--- src/rtl/imem_loader_if.sv ---
// Byte-stream and instruction-memory write bus used by the program loader.
// The loader sits on the slave side: it consumes the byte stream and drives
// the memory write port. The master side feeds bytes and observes writes.
interface imem_loader_if #(
    parameter int ADDR_W = 5
);
    logic              byte_valid;
    logic [7:0]        byte_data;
    logic              byte_ready;
    logic              imem_we;
    logic [ADDR_W-1:0] imem_addr;
    logic [31:0]       imem_wdata;

    modport master (
        output byte_valid,
        output byte_data,
        input  byte_ready,
        input  imem_we,
        input  imem_addr,
        input  imem_wdata
    );

    modport slave (
        input  byte_valid,
        input  byte_data,
        output byte_ready,
        output imem_we,
        output imem_addr,
        output imem_wdata
    );
endinterface

--- src/rtl/imem_loader.sv ---
// Program loader for the instruction memory.
// Packs an incoming byte stream MSB-first into 32-bit words, writes them to
// ascending word addresses from 0, then checks a trailing two's-complement
// checksum byte. The CPU is held in reset for the whole load.
module imem_loader #(
    parameter int ADDR_W = 5
) (
    input  logic            clk,
    input  logic            reset,
    input  logic            start,
    input  logic [ADDR_W:0] word_count,
    imem_loader_if.slave    bus,
    output logic            cpu_reset_hold,
    output logic            busy,
    output logic            done,
    output logic            err
);

    typedef enum logic [2:0] {
        IDLE,
        LOAD,
        WRITE,
        CHECK,
        DONE
    } state_t;

    // Largest loadable word count is the full memory depth; larger requests
    // are clamped so addresses never wrap.
    localparam logic [ADDR_W:0] MAX_WORDS = {1'b1, {ADDR_W{1'b0}}};
    localparam logic [ADDR_W:0] ONE_WORD  = {{ADDR_W{1'b0}}, 1'b1};

    state_t          state;
    logic [ADDR_W:0] count_q;
    logic [ADDR_W:0] word_idx;
    logic [1:0]      byte_idx;
    logic [7:0]      sum;
    logic [23:0]     wreg;
    logic            accept;
    logic [7:0]      next_sum;

    // A byte moves only when both sides agree; the running sum including the
    // byte on the bus feeds both the LOAD accumulation and the final check.
    assign accept   = bus.byte_valid && bus.byte_ready;
    assign next_sum = sum + bus.byte_data;

    // Loader state machine; every output is a register updated on the
    // transition into the state that owns it.
    always_ff @(posedge clk) begin
        if (reset) begin
            state          <= IDLE;
            bus.byte_ready <= 1'b0;
            bus.imem_we    <= 1'b0;
            bus.imem_addr  <= '0;
            bus.imem_wdata <= '0;
            cpu_reset_hold <= 1'b0;
            busy           <= 1'b0;
            done           <= 1'b0;
            err            <= 1'b0;
            count_q        <= '0;
            word_idx       <= '0;
            byte_idx       <= '0;
            sum            <= '0;
            wreg           <= '0;
        end else begin
            case (state)
                IDLE: begin
                    if (start) begin
                        count_q        <= (word_count > MAX_WORDS) ? MAX_WORDS : word_count;
                        sum            <= '0;
                        word_idx       <= '0;
                        byte_idx       <= '0;
                        err            <= 1'b0;
                        bus.byte_ready <= 1'b1;
                        busy           <= 1'b1;
                        cpu_reset_hold <= 1'b1;
                        state          <= (word_count == '0) ? CHECK : LOAD;
                    end
                end

                LOAD: begin
                    if (accept) begin
                        sum <= next_sum;
                        if (byte_idx == 2'd3) begin
                            byte_idx       <= '0;
                            bus.byte_ready <= 1'b0;
                            bus.imem_we    <= 1'b1;
                            bus.imem_addr  <= word_idx[ADDR_W-1:0];
                            bus.imem_wdata <= {wreg, bus.byte_data};
                            state          <= WRITE;
                        end else begin
                            byte_idx <= byte_idx + 2'd1;
                            wreg     <= {wreg[15:0], bus.byte_data};
                        end
                    end
                end

                WRITE: begin
                    bus.imem_we    <= 1'b0;
                    bus.byte_ready <= 1'b1;
                    word_idx       <= word_idx + ONE_WORD;
                    state          <= (word_idx == count_q - ONE_WORD) ? CHECK : LOAD;
                end

                CHECK: begin
                    if (accept) begin
                        err            <= (next_sum != 8'd0);
                        bus.byte_ready <= 1'b0;
                        busy           <= 1'b0;
                        done           <= 1'b1;
                        state          <= DONE;
                    end
                end

                DONE: begin
                    done           <= 1'b0;
                    cpu_reset_hold <= 1'b0;
                    state          <= IDLE;
                end

                default: begin
                    state <= IDLE;
                end
            endcase
        end
    end

endmodule

--- src/flat_wrapper.sv ---
// flat-port wrapper written by rule: the top's interface ports become plain ports
module imem_loader_flat 
#(
    parameter int ADDR_W = 5
)
  (clk, reset, start, word_count, cpu_reset_hold, busy, done, err, bus_byte_valid, bus_byte_data, bus_byte_ready, bus_imem_we, bus_imem_addr, bus_imem_wdata);
  imem_loader_if #(.ADDR_W(ADDR_W)) bus_i ();
  input  logic clk;
  input  logic reset;
  input  logic start;
  input  logic [ADDR_W:0] word_count;
  output logic cpu_reset_hold;
  output logic busy;
  output logic done;
  output logic err;
  input wire logic [$bits(bus_i.byte_valid)-1:0] bus_byte_valid;
  input wire logic [$bits(bus_i.byte_data)-1:0] bus_byte_data;
  output wire logic [$bits(bus_i.byte_ready)-1:0] bus_byte_ready;
  output wire logic [$bits(bus_i.imem_we)-1:0] bus_imem_we;
  output wire logic [$bits(bus_i.imem_addr)-1:0] bus_imem_addr;
  output wire logic [$bits(bus_i.imem_wdata)-1:0] bus_imem_wdata;
  assign bus_i.byte_valid = bus_byte_valid;
  assign bus_i.byte_data = bus_byte_data;
  assign bus_byte_ready = bus_i.byte_ready;
  assign bus_imem_we = bus_i.imem_we;
  assign bus_imem_addr = bus_i.imem_addr;
  assign bus_imem_wdata = bus_i.imem_wdata;
  imem_loader #(.ADDR_W(ADDR_W)) u_core (.clk(clk), .reset(reset), .start(start), .word_count(word_count), .bus(bus_i), .cpu_reset_hold(cpu_reset_hold), .busy(busy), .done(done), .err(err));
endmodule
--- config.mk ---
export PLATFORM = sky130hd
export DESIGN_NAME = imem_loader_flat
export DESIGN_NICKNAME = d
export VERILOG_FILES = /design/src/rtl/imem_loader_if.sv /design/src/rtl/imem_loader.sv /design/src/flat_wrapper.sv
export SDC_FILE = /design/constraint.sdc
export NUM_CORES = 1
export LEC_CHECK = 0
export ABC_AREA = 0
export CAP_MARGIN = 20
export CORE_ASPECT_RATIO = 1.2
export CORE_UTILIZATION = 48
export CTS_CLUSTER_SIZE = 12
export DETAILED_ROUTE_END_ITERATION = 8
export GPL_TIMING_DRIVEN = 0
export PLACE_DENSITY = 0.83
export SLEW_MARGIN = 15
export SYNTH_ARGS = -nofsm -noshare
export SYNTH_HDL_FRONTEND = slang
export SYNTH_SLANG_ARGS = --single-unit
--- constraint.sdc ---
create_clock -name clk -period 2.2 [get_ports clk]
set_clock_uncertainty 0.15 [all_clocks]
set_input_delay 0.33 -clock clk [delete_from_list [all_inputs] [get_ports clk]]
set_output_delay 0.33 -clock clk [all_outputs]
set_load 0.005 [all_outputs]
* Word level (Yosys, flattened, before mapping)
Cells that the tools add are included.
** Storage, ports and cells
- Register bits :: 92
- Output and inout bits :: 43
- Logic and storage cells :: 84
** Cells by class
- $add $sub $neg :: 4
- Order comparisons :: 1
- Eq/ne operators :: 10
- Mux-type cells :: 32
- Bitwise logic cells :: 1
- Reduce and logical (&&, ||, !) cells :: 22
** Operator list (count)
- 8-bit 2-to-1 mux :: 2
- 8-bit one-hot mux with 2 select lines :: 1
- 3-bit AND reduction :: 5
- 3-bit 2-to-1 mux :: 4
- 6-bit 2-to-1 mux :: 2
- 3-bit one-hot mux with 4 select lines :: 1
- 6-bit one-hot mux with 2 select lines :: 1
- 2-bit nonzero test :: 6
- 2-bit 2-to-1 mux :: 5
- 1-bit one-hot mux with 2 select lines :: 5
- 1-bit 2-to-1 mux :: 9
- 8-bit adder :: 1
- 2-bit AND reduction :: 4
- 8-bit nonzero test :: 1
- 6-bit by 1-bit adder with 6-bit output (second input constant) :: 1
- 3-bit by 2-bit equality test with 1-bit output (second input constant) :: 2
- 6-bit equality test :: 1
- 6-bit > comparator (second input constant) :: 1
- 6-bit zero test :: 1
- 2-bit by 1-bit != test with 1-bit output (second input constant) :: 3
- 6-bit by 1-bit subtractor with 6-bit output (second input constant) :: 1
- 5-bit AND reduction :: 1
- 1-bit one-hot mux with 4 select lines :: 1
- 2-bit one-hot mux with 2 select lines :: 1
- other kinds (10) :: 10

* Longest topological paths before layout
- Depth in word-level cells :: 4
- Depth in mapped cells :: 7

* Worst setup path before layout
OpenSTA, ideal clock, no wires.
- Path type :: input to register
- Start :: input port bus_byte_data[0]
- End :: register u_core.err
- Arrival time :: 2.075 ns
- Data required time :: 1.949 ns
- Path slack :: -0.126 ns
- Cell stages on the path :: 7
- Buffers on the path :: 0
- Cells stage by stage :: ha_1 > fa_1 > a211o_1 > and3_1 > o311ai_0 > nor4_1 > o41ai_1
** Between the ends
- Longest elaborated chain between the ends :: 4
** RTL lines
- from (decl) :: RTL line flat_wrapper.sv:17 : input wire logic [$bits(bus_i.byte_data)-1:0] bus_byte_data;
- 8-bit adder :: RTL line imem_loader.sv:44 : assign next_sum = sum + bus.byte_data;
- 8-bit nonzero test :: RTL line imem_loader.sv:106 : err <= (next_sum != 8'd0);
- 1-bit 2-to-1 mux :: RTL line imem_loader.sv:105 : if (accept) begin
- 1-bit one-hot mux with 2 select lines :: RTL line imem_loader.sv:65 : case (state)
- to (signal assigned) :: RTL line imem_loader.sv:106
- to (decl) :: RTL line imem_loader.sv:16 : output logic err
No other way between the ends. The select of a mux whose other input is x is not followed.
A chain may end at the register's enable or synchronous reset.

* Worst setup path in the final report
- Start :: input port bus_byte_data[2]
- End :: register u_core.err
The elaborated chain is that of the path after synthesis.

==> run_results.csv <==
group,metric,value,unit
critical_path,cp.required,2.32,ns
synthesis,synth_edf_count,0,
placement,dp.cells,637,
critical_path,endpoint_kind,"flip-flop",
synthesis,synth-async-reset-ratio,0,
synthesis,yosys_warnings,0,
timing,worst_pin_slew,0.6183,ns
floorplanning,start_util,0.5015,
synthesis,synth_top_family_by_area,"simple AND/OR/NAND/NOR gates",
synthesis,syn_area,3887,um2
timing,fmax,451.3,MHz
layout,fin_nets,590,
floorplanning,die_w,84.15,um
synthesis,seq_area_frac_synth,0.4738,
grt,grt_max_degree,17,
synthesis,yosys_most_used_dff,"dfxtp_1",
power_and_ir_drop,leakagePower,1.700,nW
grt,overflow,0,
placement,place_area,4613,um2
floorplanning,die_area,8464,um2
synthesis,ys_seq_elements,92,
grt,grt.total_usage,0.2393,
job,maxCapViolations,0,
grt,grt_pass1_vias,3512,
synthesis,synth-xor-area-share,0.01802,
timing,fin_ws,-0.01591,ns
detailed_routing,wl,9822,um
floorplanning,pin_count,61,
detailed_routing,vias_per_cell,5.644,
critical_path,critPathKind,"input port to flip-flop",
timing,drv_slew,0,
grt,grt_first_pass_wirelength,16120,um
layout,fillers,655,
layout,stdcell_area,4996,um2
synthesis,synth_nets,514,
floorplanning,coreArea,7751,um2
outcome,violations,"DRC, setup timing",
layout,layout.cells.non_filler,658,
detailed_routing,final_antenna_net_count,0,
critical_path,start_kind,"input port",
clocking,cts_max_level,3,
grt,antenna_found_initial,0,
timing,finalCriticalPeriod,2.216,ns
critical_path,critical_path.max_fanout,4,
placement,io_buffers,60,
synthesis,synthMuxAreaShare,0.01062,
timing,period_share,1.007,
worst_hold_path,hold_class,"input port to flip-flop",
detailed_routing,vias,3714,
clocking,cts_root_buf,"clkbuf_8",
clocking,clockBufferDepth,2,
layout,multi_input_area,1996,um2
detailed_routing,drt_iter0_markers,194,
clocking,tritoncts,"yes",
timing,relSlewSlack,0.5878,
power_and_ir_drop,design_power_total,0.003376,W
timing,rsz0062_at_grt,"yes",
timing,hold_viol,0,
clocking,path_clk_slew,0.09,ns
timing,hold_ws,0.1579,ns
power_and_ir_drop,p_per_area,675.7,nW/um2
clocking,cts.sink_count,92,
timing,finalSetupViolCount,1,
placement,dp_slack,-0.8096,ns
synthesis,yosys.area_share.simple,0.2372,
layout,layout-drive-gt1-share,0.09717,
synthesis,synth_compound_area_frac,0.1835,
clocking,clk_latency,0.37,ns
placement,dp_hpwl,6956,um
synthesis,synthCells,485,
floorplanning,rows,35,
synthesis,syn_area_per_cell,8.015,um2
synthesis,synthDistinctLibCells,49,
floorplanning,die_h,100.6,um
synthesis,synth_adder_area_share,0.03734,
clocking,numCtsBuffers,9,
placement,globalplace.congestion,0.8815,
detailed_routing,drt-pass1-iter-count,7,
power_and_ir_drop,ir_drop,0.3740,mV
layout,syn_to_final_growth,28.52,%
layout,seq_area,1843,um2
detailed_routing,drc_errors,9,
detailed_routing,post_drt_wl_per_cell,14.93,um
outcome,status,"complete, but fails checks",
critical_path,critical_path_arrival,2.34,ns
clocking,cts_hold_buf,0,
layout,n_antenna_cell,0,
## area by class of cell
| class | count | area share |
|---|---|---|
| multi-input combinational | 356 | 0.3994 |
| sequential | 92 | 0.3689 |
| timing repair buffer | 65 | 0.1277 |
| buffer | 31 | 0.02680 |
| clock buffer | 9 | 0.02479 |
| clock inverter | 7 | 0.02479 |
| tap | 92 | 0.02304 |
| inverter | 6 | 0.004508 |
## final timing paths
path                         start                         to  slack [ns]  cells after the start
hold reg to reg    u_core.wreg[20]  u_core.bus.imem_wdata[28]        0.31                      2
setup / recovery  bus_byte_data[2]                 u_core.err       -0.02                      7
setup reg to reg     u_core.sum[0]                 u_core.err        0.01                      7
hold / removal    bus_byte_data[3]             u_core.wreg[3]        0.16                      3
## report_power, final
part	internal [W]	switching, W
logic	0.000118	0.000166
registers	0.00169	0.0000214
clock network	0.000762	0.000623
total	0.00257	0.000811
## critical path, cell delays in order
cell and delay, ns:
clkdlybuf4s50_1 0.61, ha_4 0.26, a211o_1 0.33, and3_4 0.20, o311ai_4 0.26, nor4_2 0.10, o41ai_1 0.23
## repair_timing
item	CTS	global route
buffers inserted	3	2
setup endpoints to repair	44	53
resized for setup	16	8
pin swaps	4	1
## cell usage after synthesis, drive strengths merged (5+ instances only)
master,count,area share
nand2,135,0.13
dfxtp,92,0.47
a21oi,87,0.11
clkbuf,26,0.025
nor2,23,0.022
nand3,13,0.017
ha,10,0.032
nor3,9,0.012
nor3b,8,0.015
inv,6,0.0058
o21ai,6,0.0077
buf,5,0.0087
xor2,5,0.011
## through the flow
step | setup TNS, ns | util
after global routing | -0.1156 | 0.6446
after CTS | 0 | 0.6391
final | -0.01591 | 0.6446
after floorplan | 0 | -
after global placement | -32.15 | 0.5952
after detailed placement | -34.35 | 0.5952
## cell families after synthesis
group	Yosys count
and+or+nand+nor	211
AOI/OAI and AO/OA	122
DFF	92
buffers and inverters	37
adders and majority gates	11
xor gates and xnor gates	8
muxes	4
## layout by cell type (no fill, tap or decap), types with 8 or more instances in the layout
cell and instances:
nand3_1 13, clkdlybuf4s50_1 57, clkbuf_1 24, nand2_1 133
a21oi_1 85, ha_1 8, clkbuf_8 9, nor2_1 22
dfxtp_1 91
## flip-flops by register name (all words and copies together), names as in the netlist, 2 cells and up
name and cells:
u_core.bus.imem_wdata 32, u_core.wreg 24, u_core.sum 8, u_core.count_q 6, u_core.word_idx 6, u_core.bus.imem_addr 5, u_core.state 3, u_core.byte_idx 2
## per-layer routing
layer | share of wire | track usage
met5 | 0 | 0
met4 | 0.031 | 0.1393
met3 | 0.052 | 0.03931
met2 | 0.50 | 0.4250
met1 | 0.42 | 0.2727
Note: power is estimated with default switching activity, not from simulation.
